## src/rtl/mem_byte_sequencer_pkg.sv

```systemverilog
// mem_pkg: shared size encodings, FSM states and byte-count helper for the byte sequencer
package mem_pkg;
  localparam logic [1:0] SZ_BYTE = 2'b00;
  localparam logic [1:0] SZ_HALF = 2'b01;
  localparam logic [1:0] SZ_WORD = 2'b10;
  typedef enum logic [1:0] {ST_IDLE, ST_XFER, ST_RESP} state_t;
  function automatic logic [2:0] size_bytes(input logic [1:0] size);
    return size == SZ_BYTE ? 3'd1 : size == SZ_HALF ? 3'd2 : 3'd4;
  endfunction
endpackage

```

## src/rtl/mem_byte_sequencer_if.sv

```systemverilog
// mem_byte_sequencer_if: request/response handshake between datapath and byte sequencer
interface mem_byte_sequencer_if #(parameter int AW = 10, parameter int W = 8);
  logic           req_valid;
  logic           req_ready;
  logic           req_we;
  logic [1:0]     req_size;
  logic           req_signed;
  logic [AW-1:0]  req_addr;
  logic [4*W-1:0] req_wd;
  logic           rsp_valid;
  logic [4*W-1:0] rsp_rd;
  logic           rsp_err;
  modport master (output req_valid, req_we, req_size, req_signed, req_addr, req_wd,
                  input req_ready, rsp_valid, rsp_rd, rsp_err);
  modport slave (input req_valid, req_we, req_size, req_signed, req_addr, req_wd,
                 output req_ready, rsp_valid, rsp_rd, rsp_err);
endinterface

```

## src/rtl/mem_byte_sequencer_load_extend.sv

```systemverilog
// load_extend: sign/zero-extends the captured little-endian load bytes to a full word
module load_extend
  import mem_pkg::*;
#(
  parameter int WIDTH = 8
) (
  input  logic [4*WIDTH-1:0] i_buf,
  input  logic [1:0]         i_size,
  input  logic               i_signed,
  output logic [4*WIDTH-1:0] o_data
);
  logic w_bsign, w_hsign;
  assign w_bsign = i_signed & i_buf[WIDTH-1];
  assign w_hsign = i_signed & i_buf[2*WIDTH-1];
  assign o_data = i_size == SZ_BYTE ? {{3*WIDTH{w_bsign}}, i_buf[WIDTH-1:0]} :
                  i_size == SZ_HALF ? {{2*WIDTH{w_hsign}}, i_buf[2*WIDTH-1:0]} : i_buf;
endmodule

```

## src/rtl/mem_byte_sequencer.sv

```systemverilog
// mem_byte_sequencer: serialises byte/half/word loads and stores onto a byte-wide memory port
module mem_byte_sequencer
  import mem_pkg::*;
#(
  parameter  int DEPTH = 1024,
  parameter  int WIDTH = 8,
  localparam int AW    = $clog2(DEPTH)
) (
  input  logic                 clk,
  input  logic                 rst_n,
  mem_byte_sequencer_if.slave  bus,
  output logic [AW-1:0]        o_mem_addr,
  output logic [WIDTH-1:0]     o_mem_wd,
  output logic                 o_mem_we,
  input  logic [WIDTH-1:0]     i_mem_rd
);
  state_t             r_state, w_next;
  logic               r_we, r_signed, r_err;
  logic [1:0]         r_size, r_k;
  logic [AW-1:0]      r_addr, r_last_addr, w_xaddr;
  logic [4*WIDTH-1:0] r_wd, r_buf, w_ext;
  logic               w_accept, w_req_err, w_last;
  logic [2:0]         w_req_n;
  logic [AW:0]        w_end;

  assign w_accept  = bus.req_valid & (r_state == ST_IDLE);
  assign w_req_n   = size_bytes(bus.req_size);
  // last byte address computed one bit wider so a request running past the top never wraps
  assign w_end     = {1'b0, bus.req_addr} + (AW+1)'(w_req_n - 3'd1);
  assign w_req_err = (bus.req_size == 2'b11) | ((bus.req_size == SZ_HALF) & bus.req_addr[0]) |
                     ((bus.req_size == SZ_WORD) & (|bus.req_addr[1:0])) | (w_end >= (AW+1)'(DEPTH));
  assign w_last    = {1'b0, r_k} == size_bytes(r_size) - 3'd1;
  assign w_xaddr   = r_addr + AW'(r_k);

  load_extend #(.WIDTH(WIDTH)) u_ext (
    .i_buf    (r_buf),
    .i_size   (r_size),
    .i_signed (r_signed),
    .o_data   (w_ext)
  );

  // state register
  always_ff @(posedge clk or negedge rst_n) begin
    if (!rst_n) r_state <= ST_IDLE;
    else        r_state <= w_next;
  end

  // next state: rejected requests skip XFER and respond immediately
  always_comb begin
    w_next = r_state == ST_IDLE ? (w_accept ? (w_req_err ? ST_RESP : ST_XFER) : ST_IDLE) :
             r_state == ST_XFER ? (w_last ? ST_RESP : ST_XFER) : ST_IDLE;
  end

  // request latch, byte counter, last memory address and load capture buffer
  always_ff @(posedge clk or negedge rst_n) begin
    if (!rst_n) begin
      r_we        <= 1'b0;
      r_signed    <= 1'b0;
      r_err       <= 1'b0;
      r_size      <= SZ_BYTE;
      r_k         <= 2'd0;
      r_addr      <= '0;
      r_last_addr <= '0;
      r_wd        <= '0;
      r_buf       <= '0;
    end else if (w_accept) begin
      r_we     <= bus.req_we;
      r_signed <= bus.req_signed;
      r_err    <= w_req_err;
      r_size   <= bus.req_size;
      r_k      <= 2'd0;
      r_addr   <= bus.req_addr;
      r_wd     <= bus.req_wd;
      r_buf    <= '0;
    end else if (r_state == ST_XFER) begin
      r_k         <= r_k + 2'd1;
      r_last_addr <= w_xaddr;
      if (!r_we) r_buf[r_k*WIDTH +: WIDTH] <= i_mem_rd;
    end
  end

  // outputs decoded from state so reset clears them without waiting for a clock
  always_comb begin
    bus.req_ready = r_state == ST_IDLE;
    bus.rsp_valid = r_state == ST_RESP;
    bus.rsp_err   = (r_state == ST_RESP) & r_err;
    bus.rsp_rd    = (r_state == ST_RESP) & !r_err & !r_we ? w_ext : '0;
    o_mem_we      = (r_state == ST_XFER) & r_we;
    o_mem_wd      = (r_state == ST_XFER) & r_we ? r_wd[r_k*WIDTH +: WIDTH] : '0;
    o_mem_addr    = r_state == ST_XFER ? w_xaddr : r_last_addr;
  end
endmodule
```

## src/flat_wrapper.sv

```systemverilog
// flat-port wrapper written by rule: the top's interface ports become plain ports
module mem_byte_sequencer_flat import mem_pkg::*;
#(
  parameter  int DEPTH = 1024,
  parameter  int WIDTH = 8,
  localparam int AW    = $clog2(DEPTH)
)
  (clk, rst_n, o_mem_addr, o_mem_wd, o_mem_we, i_mem_rd, bus_req_valid, bus_req_we, bus_req_size, bus_req_signed, bus_req_addr, bus_req_wd, bus_req_ready, bus_rsp_valid, bus_rsp_rd, bus_rsp_err);
  mem_byte_sequencer_if bus_i ();
  input  logic clk;
  input  logic rst_n;
  output logic [AW-1:0] o_mem_addr;
  output logic [WIDTH-1:0] o_mem_wd;
  output logic o_mem_we;
  input  logic [WIDTH-1:0] i_mem_rd;
  input wire logic [$bits(bus_i.req_valid)-1:0] bus_req_valid;
  input wire logic [$bits(bus_i.req_we)-1:0] bus_req_we;
  input wire logic [$bits(bus_i.req_size)-1:0] bus_req_size;
  input wire logic [$bits(bus_i.req_signed)-1:0] bus_req_signed;
  input wire logic [$bits(bus_i.req_addr)-1:0] bus_req_addr;
  input wire logic [$bits(bus_i.req_wd)-1:0] bus_req_wd;
  output wire logic [$bits(bus_i.req_ready)-1:0] bus_req_ready;
  output wire logic [$bits(bus_i.rsp_valid)-1:0] bus_rsp_valid;
  output wire logic [$bits(bus_i.rsp_rd)-1:0] bus_rsp_rd;
  output wire logic [$bits(bus_i.rsp_err)-1:0] bus_rsp_err;
  assign bus_i.req_valid = bus_req_valid;
  assign bus_i.req_we = bus_req_we;
  assign bus_i.req_size = bus_req_size;
  assign bus_i.req_signed = bus_req_signed;
  assign bus_i.req_addr = bus_req_addr;
  assign bus_i.req_wd = bus_req_wd;
  assign bus_req_ready = bus_i.req_ready;
  assign bus_rsp_valid = bus_i.rsp_valid;
  assign bus_rsp_rd = bus_i.rsp_rd;
  assign bus_rsp_err = bus_i.rsp_err;
  mem_byte_sequencer #(.DEPTH(DEPTH), .WIDTH(WIDTH)) u_core (.clk(clk), .rst_n(rst_n), .bus(bus_i), .o_mem_addr(o_mem_addr), .o_mem_wd(o_mem_wd), .o_mem_we(o_mem_we), .i_mem_rd(i_mem_rd));
endmodule
```

## config.mk

```make
export PLATFORM = sky130hd
export DESIGN_NAME = mem_byte_sequencer_flat
export DESIGN_NICKNAME = d
export VERILOG_FILES = /design/src/rtl/mem_byte_sequencer_pkg.sv /design/src/rtl/mem_byte_sequencer_if.sv /design/src/rtl/mem_byte_sequencer_load_extend.sv /design/src/rtl/mem_byte_sequencer.sv /design/src/flat_wrapper.sv
export SDC_FILE = /design/constraint.sdc
export NUM_CORES = 1
export LEC_CHECK = 0
export BUFFER_PORTS_ARGS = -buffer_cell sky130_fd_sc_hd__clkbuf_2
export CAP_MARGIN = 5
export CORE_ASPECT_RATIO = 0.5
export CORE_UTILIZATION = 35
export CTS_BUF_LIST = sky130_fd_sc_hd__clkbuf_16
export DETAILED_ROUTE_END_ITERATION = 7
export SLEW_MARGIN = 0
export SYNTH_ARGS = -nofsm -noshare
export SYNTH_HDL_FRONTEND = slang
export SYNTH_SLANG_ARGS = --single-unit
export TNS_END_PERCENT = 20
```

## constraint.sdc

```tcl
create_clock -name clk -period 2.51 [get_ports clk]
set_input_delay 0.251 -clock clk [delete_from_list [all_inputs] [get_ports clk]]
set_output_delay 0.251 -clock clk [all_outputs]
set_load 0.05 [all_outputs]
```

Yosys cells after proc, flatten, opt, wreduce, memory -nomap -nowiden
Cells that the tools add are included.
{ "op_classes": {"add_sub_neg": 6, "magnitude_cmp": 1, "eq_ne": 8, "n_shift": 3, "muxes": 20, "bitwise_logic": 12, "n_reduce_logical": 8} }
{ "op_table": {"columns": ["op", "n"], "rows": [
  ["$mux 32", 6],
  ["$neg 5->34", 1],
  ["$shift 8x34->32 const A", 1],
  ["$shiftx 8x34->32", 1],
  ["$bwmux 32", 1],
  ["$shiftx 32x6->8", 1],
  ["$mux 2", 7],
  ["$mux 3", 4],
  ["$add 10x11->11", 1],
  ["$ge 11x11->1 const B", 1],
  ["$add 10x2->10", 1],
  ["$mux 10", 1],
  ["$and 1x1->1", 9],
  ["$mux 8", 1],
  ["$eq 2x1->1 const B", 3],
  ["$eq 2x2->1 const B", 3],
  ["$logic_not 2->1", 3],
  ["$sub 3x1->4 const B", 1],
  ["$eq 2x3->1", 1],
  ["$or 1x1->1", 3],
  ["$sub 3x1->3 const B", 1],
  ["$add 2x1->2 const B", 1],
  ["$logic_not 1->1", 2],
  ["$ne 2x2->1 const B", 1],
  ["3 further kinds", 3]
]} }
{ "word_totals": {"regBits": 93, "in_bits": 57, "out_inout_bits": 54, "elab_cells": 68} }

Logic depth before layout (Yosys ltp)
Gate-level depths: netlist (run 1).
{ "depth": {"word_depth": 10, "depth_mapped": 8, "mapped_depth_nobuf": 8} }

Cells and area by module
A second synthesis (run 1) with hierarchy kept.
{ "unflattened": {"cells_unflattened": 534, "hier_area_um2": 5003.5} }
{ "by_module_without_submodules": {"columns": ["module", "n_inst", "cells_per_inst", "area_each_um2"], "rows": [
  ["mem_byte_sequencer", 1, 468, 4618.2],
  ["load_extend", 1, 66, 385.4]
]} }

Least setup slack after synthesis (run 1)
Ideal clock, no wire load.
{ "synth_timing": {"kind": "reg-to-output", "from": "register u_core.r_k[1]", "to": "output port o_mem_addr[6]", "t_arrival_ns": 2.771, "required_ns": 2.259, "path_slack_ns": -0.512, "path_stages_with_launch": 7, "cell_sequence": "dfrtp_1 > clkbuf_1 > inv_1 > fa_1 > nor3b_1 > xnor2_1 > o21ai_0"} }
{ "synth_between": {"elab_chain_len": 2} }
{ "synth_lines": {"columns": ["item", "line_no", "source"], "rows": [
  ["start, declared", "mem_byte_sequencer.sv:19", "logic [1:0] r_size, r_k;"],
  ["start signal, assigned", "mem_byte_sequencer.sv:76", "r_k <= r_k + 2'd1;"],
  ["$add 10x2->10", "mem_byte_sequencer.sv:33", "assign w_xaddr = r_addr + AW'(r_k);"],
  ["$mux 10", "mem_byte_sequencer.sv:90", "o_mem_addr = r_state == ST_XFER ? w_xaddr : r_last_addr;"],
  ["end, declared", "flat_wrapper.sv:12", "output logic [AW-1:0] o_mem_addr;"]
]} }
Every way passes these cells.

Worst setup path in the final report (run 1)
{ "layout_timing": {"from": "register u_core.r_k[1]", "to": "output port o_mem_addr[3]"} }
Same word-level chain as after synthesis.

==> results.ini, run 1 <==
[run_status]
status = finished with violations
violations = DRC

[placed_design]
dpl.cell_count = 763
gp_congestion = 0.7984
place_hpwl_mm = 8.472
placed_area_um2 = 5555
io_buffers = 110
pre_cts_ws_ns = 0.3250

[sta]
max_clock_freq_mhz = 427.1
tightest_slew_ns = 0.6957
fin_tns_setup_ns = 0
finalHoldViolCount = 0
rsz0062_at_grt = yes
drv_slew = 0
worst_slack_ns = 0.1685
whs_ns = 0.09376
finalCritPeriodShare_pct = 93.29
period_minus_slack_ns = 2.342
setup_viol = 0
clock_skew_ns = 0.009770
max_slew_margin_pct = 53.62

[power]
p_clk_share_pct = 21.6
power_frac_seq_pct = 34.2
p_comb_share_pct = 44.2
p_int_uw = 3982
power_density_nw_per_um2 = 1169
switching_share_pct = 42.51
vdd_drop_max_v = 0.0003631
switching_power_uw = 2945
p_leak_uw = 0.003016

[synth]
syn-instance-count = 489
yosysUniqueCellTypes = 44
ys_seq_elements = 93
yosysSeqAreaShare_pct = 49.39
ys.flop_type = dfrtp_1
synth-edff-count = 0
synth_area_per_cell_um2 = 9.636
ys_warn_count = 0
netlist_area_um2 = 4712
async_reset_ff_share_pct = 100.0

[setup_path]
endpoint = o_mem_addr[3]
reg2regPathDepth = 7
crit_family = compound AO/OA/AOI/OAI gates
critPathMaxStageDelay_ns = 0.45
crit_path_cell_trace = ha_1 -> a21oi_1 -> nor2b_1 -> xnor2_1 -> o21ai_0 -> clkbuf_2
startpoint = u_core.r_k[1]
r2r_start = u_core.r_k[0]
cp.required_ns = 2.26
critPathArrivalTime_ns = 2.09
cp.depth = 6
cp-start-kind = register
cp_num_buf_inv = 1
reg2reg_slack_ns = 0.45
crit_fanout = 5
slowest_stage = dfrtp_2
r2r-end = u_core.r_buf[18]
endpoint_kind = primary output
path_class = reg2out

[floorplanning]
io_pins = 111
start_util_pct = 36.58
rows = 29
die_y_um = 84.05
die-area_um2 = 13960
chipWidth_um = 166.1
coreArea_um2 = 12880

[drt]
drt-initial-drc-count = 214
viasPerCell = 4.784
drc_errors = 6
firstDrtPassIters = 6
wl_per_cell_um = 14.71
drtAntennaViolNets = 0
finalWirelength_mm = 11.50
vias = 3741

[clock_tree]
clk_pin_slew_ns = 0.07
cts_made_buffers = 9
htreeDepth = 3
cts_tree = built
clkLatencyLatePin_ns = 0.34
clock_path_buffers = 2
ctsRootBufferMaster = clkbuf_16
clock-sinks = 93

[worst_hold_path]
min-delay-path-class = in2reg

[final_layout]
num_antenna_cells = 0
multi_input_area_um2 = 2211
drive_gt1_share_pct = 27.45
synthToLayoutAreaGrowth_pct = 25.78
layout.cells.non_filler = 782
final_cell_mix = nand2_1, clkbuf_2, dfrtp_1
final_net_count = 681
seqCellArea_um2 = 2330
nFillCells = 1280
final_area_um2 = 5927
layout_commonest_cell = nand2_1

[global_route]
grt_remaining_overflow = 0
grt_pass1_wl_mm = 19.38
grt_max_degree = 37
first_global_vias = 3821
antenna_found_initial = 0
grt_use_total_pct = 17.58

[flow_run]
cap_violations = 0

[cells in the mapped netlist, drive strengths merged (2+ instances only)]
cell type / number / area share [%]
o22ai: 2 / 0.27
nor3: 6 / 0.88
nand3: 5 / 0.53
buf: 13 / 1.7
xor2: 2 / 0.37
and2: 10 / 1.3
o21a: 8 / 1.3
and3: 8 / 1.1
mux4: 8 / 3.8
nor4: 4 / 1.5
inv: 24 / 1.9
nand3b: 6 / 0.96
a22o: 32 / 5.9
nand2: 156 / 12
nor2b: 3 / 0.40
o21ai: 23 / 2.5
nand2b: 2 / 0.42
xnor2: 7 / 1.3
nor2: 7 / 0.61
fa: 2 / 0.85
clkbuf: 14 / 1.1
ha: 15 / 4.0
nor3b: 2 / 0.56
dfrtp: 93 / 49
a21oi: 22 / 2.3
a21o: 5 / 0.80
[stage by stage]
stage,utilization (%),total power [uW]
6_report,46.01,6927
5_1_grt,46.01,7429
4_1_cts,45.87,6994
3_5_place_dp,43.13,5459
3_3_place_gp,43.13,5406
2_1_floorplan,-,4568
[layer usage]
layer  vias up  global-route usage, %  wire [um]
met2        80                  27.31       5063
li1       1874                      -          -
met3        12                  4.315        487
met5         -                      0          0
met4         0                  3.823        107
met1      1775                  24.75       5845
[cells by family (layout without fill, tap and decap cells)]
family,after synthesis,in the layout,synth area share (%)
and+or+nand+nor,213,213,21.27
AOI/OAI and AO/OA,96,96,13.99
other,1,8,0.07958
adders and majority gates,17,17,4.833
muxes,9,9,4.036
DFF,93,93,49.39
xor gates and xnor gates,9,9,1.673
buffers and inverters,51,167,4.727
[worst register-to-register path, stage by stage (launching register included)]
cell,delay (ns)
dfrtp_1,0.38
buf_4,0.22
inv_1,0.13
ha_1,0.17
nand3b_1,0.08
a21o_1,0.31
nor4_4,0.49
a22o_1,0.21
[cell type report]
type | count | area share, %
timing repair buffer | 127 | 12.75
inverter | 24 | 1.520
sequential | 93 | 39.31
clock inverter | 7 | 1.731
clock buffer | 9 | 3.800
multi-input combinational | 352 | 37.30
tap | 170 | 3.589
[power by group through the flow]
| stage | logic, uW | registers [uW] | clock network, uW |
|---|---|---|---|
| after floorplan | 2290 | 2280 | 0 |
| final | 3060 | 2370 | 1500 |
| after CTS | 3080 | 2370 | 1550 |
| after detailed placement | 3060 | 2400 | 0 |
| after global routing | 3380 | 2450 | 1600 |
| after global placement | 3030 | 2380 | 0 |
[registers in the layout, indices dropped and copies added, names as in the netlist]
name,flops
u_core.r_signed,1
u_core.r_k,2
u_core.r_buf,32
u_core.r_addr,10
u_core.r_err,1
u_core.r_wd,32
u_core.r_state,2
u_core.r_last_addr,10
u_core.r_size,2
u_core.r_we,1
[timing repair]
item                                    CTS  global route
endpoints found under the setup margin   13             8
setup buffers                             2             0
resized for setup                         0             8
hold buffers                              1             0
hold endpoints to repair                 34             0
[how the worst min path moves through the flow]
stage | start | endpoint | slack, ns | cells after the start
CTS | bus_req_wd[19] | u_core.r_wd[19] | 0.08 | 3
detailed placement | rst_n | u_core.r_wd[15] | 0.25 | 1
global route | bus_req_wd[13] | u_core.r_wd[13] | 0.1 | 3
global placement | rst_n | u_core.r_wd[15] | 0.25 | 1
finish | bus_req_wd[7] | u_core.r_wd[7] | 0.09 | 3
floorplan | rst_n | u_core.r_addr[0] | -0.04 | 0
(Power assumes the default switching activity.)
==> run 2, diff against run 1 <==
CORE_UTILIZATION = 45   (was 35)
PLACE_DENSITY = 0.69   (was not set)
==> run 2 against run 1 <==
Largest cell class unchanged. Combinational power is 4% lower. Critical path depth stayed put. Total power is 5.1% lower. Sequential share of layout area is 1.0 points higher. The flow now finishes without violations. Count of clock-buffer cells in the layout stayed put. Via count is 1.1% lower. Utilization is 13 points higher. Non-clock buffer count is 2 lower. Clock power is 17% lower. Sequential cell count stayed put.
==> results.ini, run 2 (synthesis gave the netlist of run 1 again) <==
[run_status]
status = finished, final reports clean  ; was finished with violations

[sta]
drv_slew = 0  ; unchanged
tightest_slew_ns = 0.6490  ; was 0.6957 ns
max_slew_margin_pct = 56.73  ; was 53.62%
clock_skew_ns = 0.007409  ; was 0.009770 ns
fin_tns_setup_ns = 0  ; unchanged
finalHoldViolCount = 0  ; unchanged
max_clock_freq_mhz = 406.6  ; was 427.1 MHz
finalCritPeriodShare_pct = 97.99  ; was 93.29%
rsz0062_at_grt = yes  ; unchanged
period_minus_slack_ns = 2.460  ; was 2.342 ns
setup_viol = 0  ; unchanged

[placed_design]
place_hpwl_mm = 7.998  ; was 8.472 mm
dpl.cell_count = 727  ; was 763
placed_area_um2 = 5477  ; was 5555 um^2
io_buffers = 110  ; unchanged
gp_congestion = 0.8180  ; was 0.7984

[power]
power_density_nw_per_um2 = 1137  ; was 1169 nW/um^2
vdd_drop_max_v = 0.0004838  ; was 0.0003631 V
p_leak_uw = 0.002972  ; was 0.003016 uW

[floorplanning]
coreArea_um2 = 9791  ; was 12880 um^2
start_util_pct = 48.13  ; was 36.58%
io_pins = 111  ; unchanged
die_y_um = 74.36  ; was 84.05 um
chipWidth_um = 146.7  ; was 166.1 um
rows = 25  ; was 29
die-area_um2 = 10910  ; was 13960 um^2

[clock_tree]
clkLatencyLatePin_ns = 0.34  ; about the same
cts_made_buffers = 9  ; unchanged
htreeDepth = 3  ; unchanged
clock-sinks = 93  ; unchanged
clock_path_buffers = 2  ; unchanged
ctsRootBufferMaster = clkbuf_16  ; unchanged
cts_tree = built  ; unchanged
clk_pin_slew_ns = 0.07  ; about the same

[flow_run]
cap_violations = 0  ; unchanged

[setup_path]
crit_fanout = 4  ; was 5
cp-start-kind = register  ; unchanged
slowest_stage = fa_1  ; was dfrtp_2
cp.required_ns = 2.26  ; about the same
path_class = reg2out  ; unchanged
critPathArrivalTime_ns = 2.21  ; was 2.09 ns
endpoint_kind = primary output  ; unchanged
crit_path_cell_trace = inv_1 -> fa_1 -> nor3b_1 -> xnor2_1 -> o21ai_1 -> buf_12  ; was ha_1 -> a21oi_1 -> nor2b_1 -> xnor2_1 -> o21ai_0 -> clkbuf_2
critPathMaxStageDelay_ns = 0.48  ; was 0.45 ns

[global_route]
use_met3_pct = 4.785  ; was 4.315%
busiest_layer = met2  ; unchanged
met2_usage_pct = 33.75  ; was 27.31%
grt_use_total_pct = 21.78  ; was 17.58%
antenna_found_initial = 0  ; unchanged
grt_max_degree = 50  ; was 37
first_global_vias = 3630  ; was 3821
grt_remaining_overflow = 0  ; unchanged
grt_pass1_wl_mm = 18.24  ; was 19.38 mm
use_met1_pct = 31.28  ; was 24.75%

[drt]
drtAntennaViolNets = 0  ; unchanged
firstDrtPassIters = 4  ; was 6
drt-initial-drc-count = 146  ; was 214
wl_per_cell_um = 14.72  ; was 14.71 um
vias = 3700  ; was 3741
viasPerCell = 4.966  ; was 4.784
finalWirelength_mm = 10.96  ; was 11.50 mm
drc_errors = 0  ; was 6

[final_layout]
final_area_um2 = 5777  ; was 5927 um^2
largestRegisters = u_core.r_buf (32), u_core.r_wd (32)  ; unchanged
drive_gt1_share_pct = 26.39  ; was 27.45%
final_net_count = 679  ; was 681
nFillCells = 890  ; was 1280
layout_commonest_cell = nand2_1  ; unchanged
num_antenna_cells = 0  ; unchanged
final_cell_mix = nand2_1, clkbuf_2, dfrtp_1  ; unchanged
layout.cells.non_filler = 745  ; was 782
synthToLayoutAreaGrowth_pct = 22.60  ; was 25.78%
final_core_util_pct = 59.00  ; was 46.01%

[worst_hold_path]
min-delay-path-class = in2reg  ; unchanged

## run 2: changes by cell type in the layout (fill, tap and decap cells not counted), sizes merged
cell	before	now
buf	20	21
inv	27	25
bufinv	2	0
clkinv	1	5
clkbuf	115	112
## run 2: worst max-delay path: cells and delay by family (launching register included)
kind / cells / cell delay, ns
compound gates: 1 / 0.22
fa+ha+maj: 1 / 0.48
buf+inv: 2 / 0.31
simple gates: 1 / 0.29
xor+xnor: 1 / 0.13
flops: 1 / 0.44
## run 2: final cells by class
type                       count  area [um^2]  area share [%]
sequential                    93         2330           40.33
inverter                      24        90.09           1.559
tap                          135        168.9           2.924
clock buffer                   9        225.2           3.899
clock inverter                 7        50.05          0.8664
multi-input combinational    352         2197           38.03
timing repair buffer         125        715.7           12.39
## run 2: what timing repair did
item,4_1_cts,5_1_grt
pin swaps,0,0
gates resized for setup,1,10
buffers inserted,1,0
gates cloned,0,0
hold buffers,1,0
setup endpoints to repair,7,22
endpoints found under the hold margin,47,0
## run 2: metrics by stage
stage / hold slack (ns) / total power (uW) / setup WS [ns]
floorplan: -0.04459 / 4568 / -0.2029
global placement: 0.3174 / 5282 / 0.4001
detailed placement: 0.3169 / 5346 / 0.3626
CTS: 0.08963 / 6612 / 0.02165
global route: 0.1026 / 7054 / -0.04293
finish: 0.09741 / 6571 / 0.05037
## run 2: path summary, 6_finish.rpt
kind,from,cells past startpoint,to,slack [ns]
worst max-delay path,u_core.r_k[1],6,o_mem_addr[6],0.05
worst min-delay path,bus_req_wd[19],3,u_core.r_wd[19],0.1
worst max register to register,u_core.r_k[0],7,u_core.r_buf[0],0.41
worst min register to register,u_core.r_wd[22],2,u_core.r_wd[22],0.47
max in group asynchronous,rst_n,3,u_core.r_buf[9],1.39
min in group asynchronous,rst_n,2,u_core.r_wd[16],0.50
## run 2: layer usage
metal / vias up / share of wire, % / routed length (um)
met1: 1722 / 51 / 5613
met5: - / 0 / 0
met4: 0 / 1.3 / 146
met2: 98 / 43 / 4749
li1: 1867 / - / -
met3: 13 / 4.1 / 453
## run 2: where the power goes
| group | switching [uW] | internal [uW] | leakage, uW |
|---|---|---|---|
| clock network | 582 | 673 | 0.000131 |
| logic | 1920 | 1000 | 0.00164 |
| registers | 367 | 2020 | 0.00120 |
| total | 2870 | 3700 | 0.00297 |
==> run 3, diff against run 2 <==
HOLD_SLACK_MARGIN = 0.12   (was not set)
==> run 3 against run 2 <==
Clock skew about the same. Critical path type unchanged. Non-clock buffer count is 29 higher. Count of clock-buffer cells in the layout unchanged. Worst setup slack improved by 0.0013 ns. Highest routed layer unchanged. Maximum frequency hardly changed. Utilization is 3.0 points higher. First-iteration DRC count shrank 6.8%. Cell area rose by 5.0%. Sequential cell count unchanged. Critical endpoint unchanged. Sequential power about the same. Combinational power rose by 1%. Register-to-register slack hardly changed. Largest power group unchanged.
==> results.ini, run 3 (synthesis gave the netlist of run 1 again) <==
[sta]
max_clock_freq_mhz = 406.8  ; was 406.6 MHz
finalCritPeriodShare_pct = 97.94  ; was 97.99%
finalHoldViolCount = 0  ; unchanged
rsz0062_at_grt = yes  ; unchanged
tightest_slew_ns = 0.6494  ; was 0.6490 ns
period_minus_slack_ns = 2.458  ; was 2.460 ns
max_slew_margin_pct = 56.71  ; was 56.73%
setup_viol = 0  ; unchanged
drv_slew = 0  ; unchanged
clock_skew_ns = 0.007537  ; was 0.007409 ns

[drt]
viasPerCell = 4.932  ; was 4.966
drtAntennaViolNets = 0  ; unchanged
finalWirelength_mm = 11.25  ; was 10.96 mm
met3WireLength_um = 464  ; was 453 um
wl_met1_mm = 5.575  ; was 5.613 mm
drc_errors = 0  ; unchanged
met2_wirelength_mm = 5.063  ; was 4.749 mm
drt-initial-drc-count = 136  ; was 146
vias = 3817  ; was 3700
top_layer_used = met4  ; unchanged
firstDrtPassIters = 4  ; unchanged
wl_per_cell_um = 14.53  ; was 14.72 um

[global_route]
antenna_found_initial = 0  ; unchanged
grt_max_degree = 50  ; unchanged
first_global_vias = 3765  ; was 3630
grt_pass1_wl_mm = 18.69  ; was 18.24 mm
grt_remaining_overflow = 0  ; unchanged
grt_use_total_pct = 22.31  ; was 21.78%

[clock_tree]
clock-sinks = 93  ; unchanged
cts_made_buffers = 9  ; unchanged
htreeDepth = 3  ; unchanged
ctsRootBufferMaster = clkbuf_16  ; unchanged
clkLatencyLatePin_ns = 0.34  ; about the same
clk_pin_slew_ns = 0.07  ; about the same
clock_path_buffers = 2  ; unchanged
cts_tree = built  ; unchanged

[final_layout]
final_core_util_pct = 61.97  ; was 59.00%
final_net_count = 708  ; was 679
nFillCells = 863  ; was 890
synthToLayoutAreaGrowth_pct = 28.76  ; was 22.60%
final_cell_mix = nand2_1, clkbuf_2, dfrtp_1  ; unchanged
layout_commonest_cell = nand2_1  ; unchanged
num_antenna_cells = 0  ; unchanged
drive_gt1_share_pct = 25.20  ; was 26.39%
largestRegisters = u_core.r_buf (32), u_core.r_wd (32)  ; unchanged

[worst_hold_path]
min-delay-path-class = in2reg  ; unchanged

[floorplanning]
die-area_um2 = 10910  ; unchanged
die_y_um = 74.36  ; unchanged
rows = 25  ; unchanged
coreArea_um2 = 9791  ; unchanged
chipWidth_um = 146.7  ; unchanged
io_pins = 111  ; unchanged
start_util_pct = 48.13  ; unchanged

[setup_path]
path_class = reg2out  ; unchanged
cp.required_ns = 2.26  ; about the same
endpoint_kind = primary output  ; unchanged
reg2reg_slack_ns = 0.41  ; about the same
cp-start-kind = register  ; unchanged
crit_fanout = 4  ; unchanged
critPathArrivalTime_ns = 2.21  ; about the same

[power]
vdd_drop_max_v = 0.0004895  ; was 0.0004838 V
power_uw = 6610  ; was 6571 uW
power_density_nw_per_um2 = 1089  ; was 1137 nW/um^2
p_leak_uw = 0.003093  ; was 0.002972 uW

[placed_design]
place_hpwl_mm = 7.998  ; unchanged
gp_congestion = 0.8180  ; unchanged
io_buffers = 110  ; unchanged

[run_status]
status = finished, final reports clean  ; unchanged

[flow_run]
cap_violations = 0  ; unchanged

-- run 3: changes by cell type in the layout (fill, tap and decap cells not counted), sizes merged --
| cell | before | now |
|---|---|---|
| dlygate4sd3 | 1 | 30 |
-- run 3: critical path, cell delays in order (launching register included) --
cell and delay (ns):
dfrtp_1 0.44, inv_1 0.14, fa_1 0.48, nor3b_1 0.29, xnor2_1 0.13, o21ai_1 0.22, buf_12 0.17
-- run 3: timing repair --
action / CTS / global route
endpoints found under the setup margin: 7 / 22
hold endpoints to repair: 76 / 0
hold buffers: 30 / 0
setup buffers: 1 / 0
resized for setup: 1 / 10
-- run 3: metal layers --
layer  vias up  track usage, %
met5         -               0
met4         0           5.903
met3        13           4.724
met2        96           35.65
met1      1788           31.40
li1       1920               -
-- run 3: where the power goes --
group	leakage [uW]	switching (uW)	internal, uW
sequential	0.00120	368	2020
combinational	0.00176	1930	1030
clock	0.000131	579	673
total	0.00309	2880	3730
-- run 3: through the flow --
step	std cells	hold WS, ns	setup slack, ns	instance area, um^2	setup TNS (ns)
6_report	774	0.1234	0.05163	6067	0
5_1_grt	774	0.1282	-0.04293	6067	-0.04305
4_1_cts	774	0.1204	0.02165	6060	0
3_5_place_dp	727	0.3169	0.3626	5477	0
3_3_place_gp	727	0.3174	0.4001	5477	0
2_1_floorplan	496	-0.04459	-0.2029	4746	-2.620
-- run 3: final cells by class --
| class | instances | area, um^2 | area share (%) |
|---|---|---|---|
| flip-flops and latches | 93 | 2330 | 38.40 |
| multi-input cells | 352 | 2197 | 36.21 |
| repair buffers | 154 | 1006 | 16.58 |
| clock buffers | 9 | 225.2 | 3.712 |
| well taps | 135 | 168.9 | 2.784 |
| inverters | 24 | 90.09 | 1.485 |
| clock inverters | 7 | 50.05 | 0.8249 |
-- run 3: worst paths after layout --
check                                   endpoint  cells past startpoint             startpoint
setup / recovery                   o_mem_addr[6]                      6          u_core.r_k[1]
hold / removal                   u_core.r_wd[30]                      3         bus_req_wd[30]
setup reg to reg                 u_core.r_buf[0]                      7          u_core.r_k[0]
hold reg to reg            u_core.r_last_addr[5]                      2  u_core.r_last_addr[5]
max in group asynchronous        u_core.r_buf[9]                      3                  rst_n
min in group asynchronous        u_core.r_wd[20]                      2                  rst_n
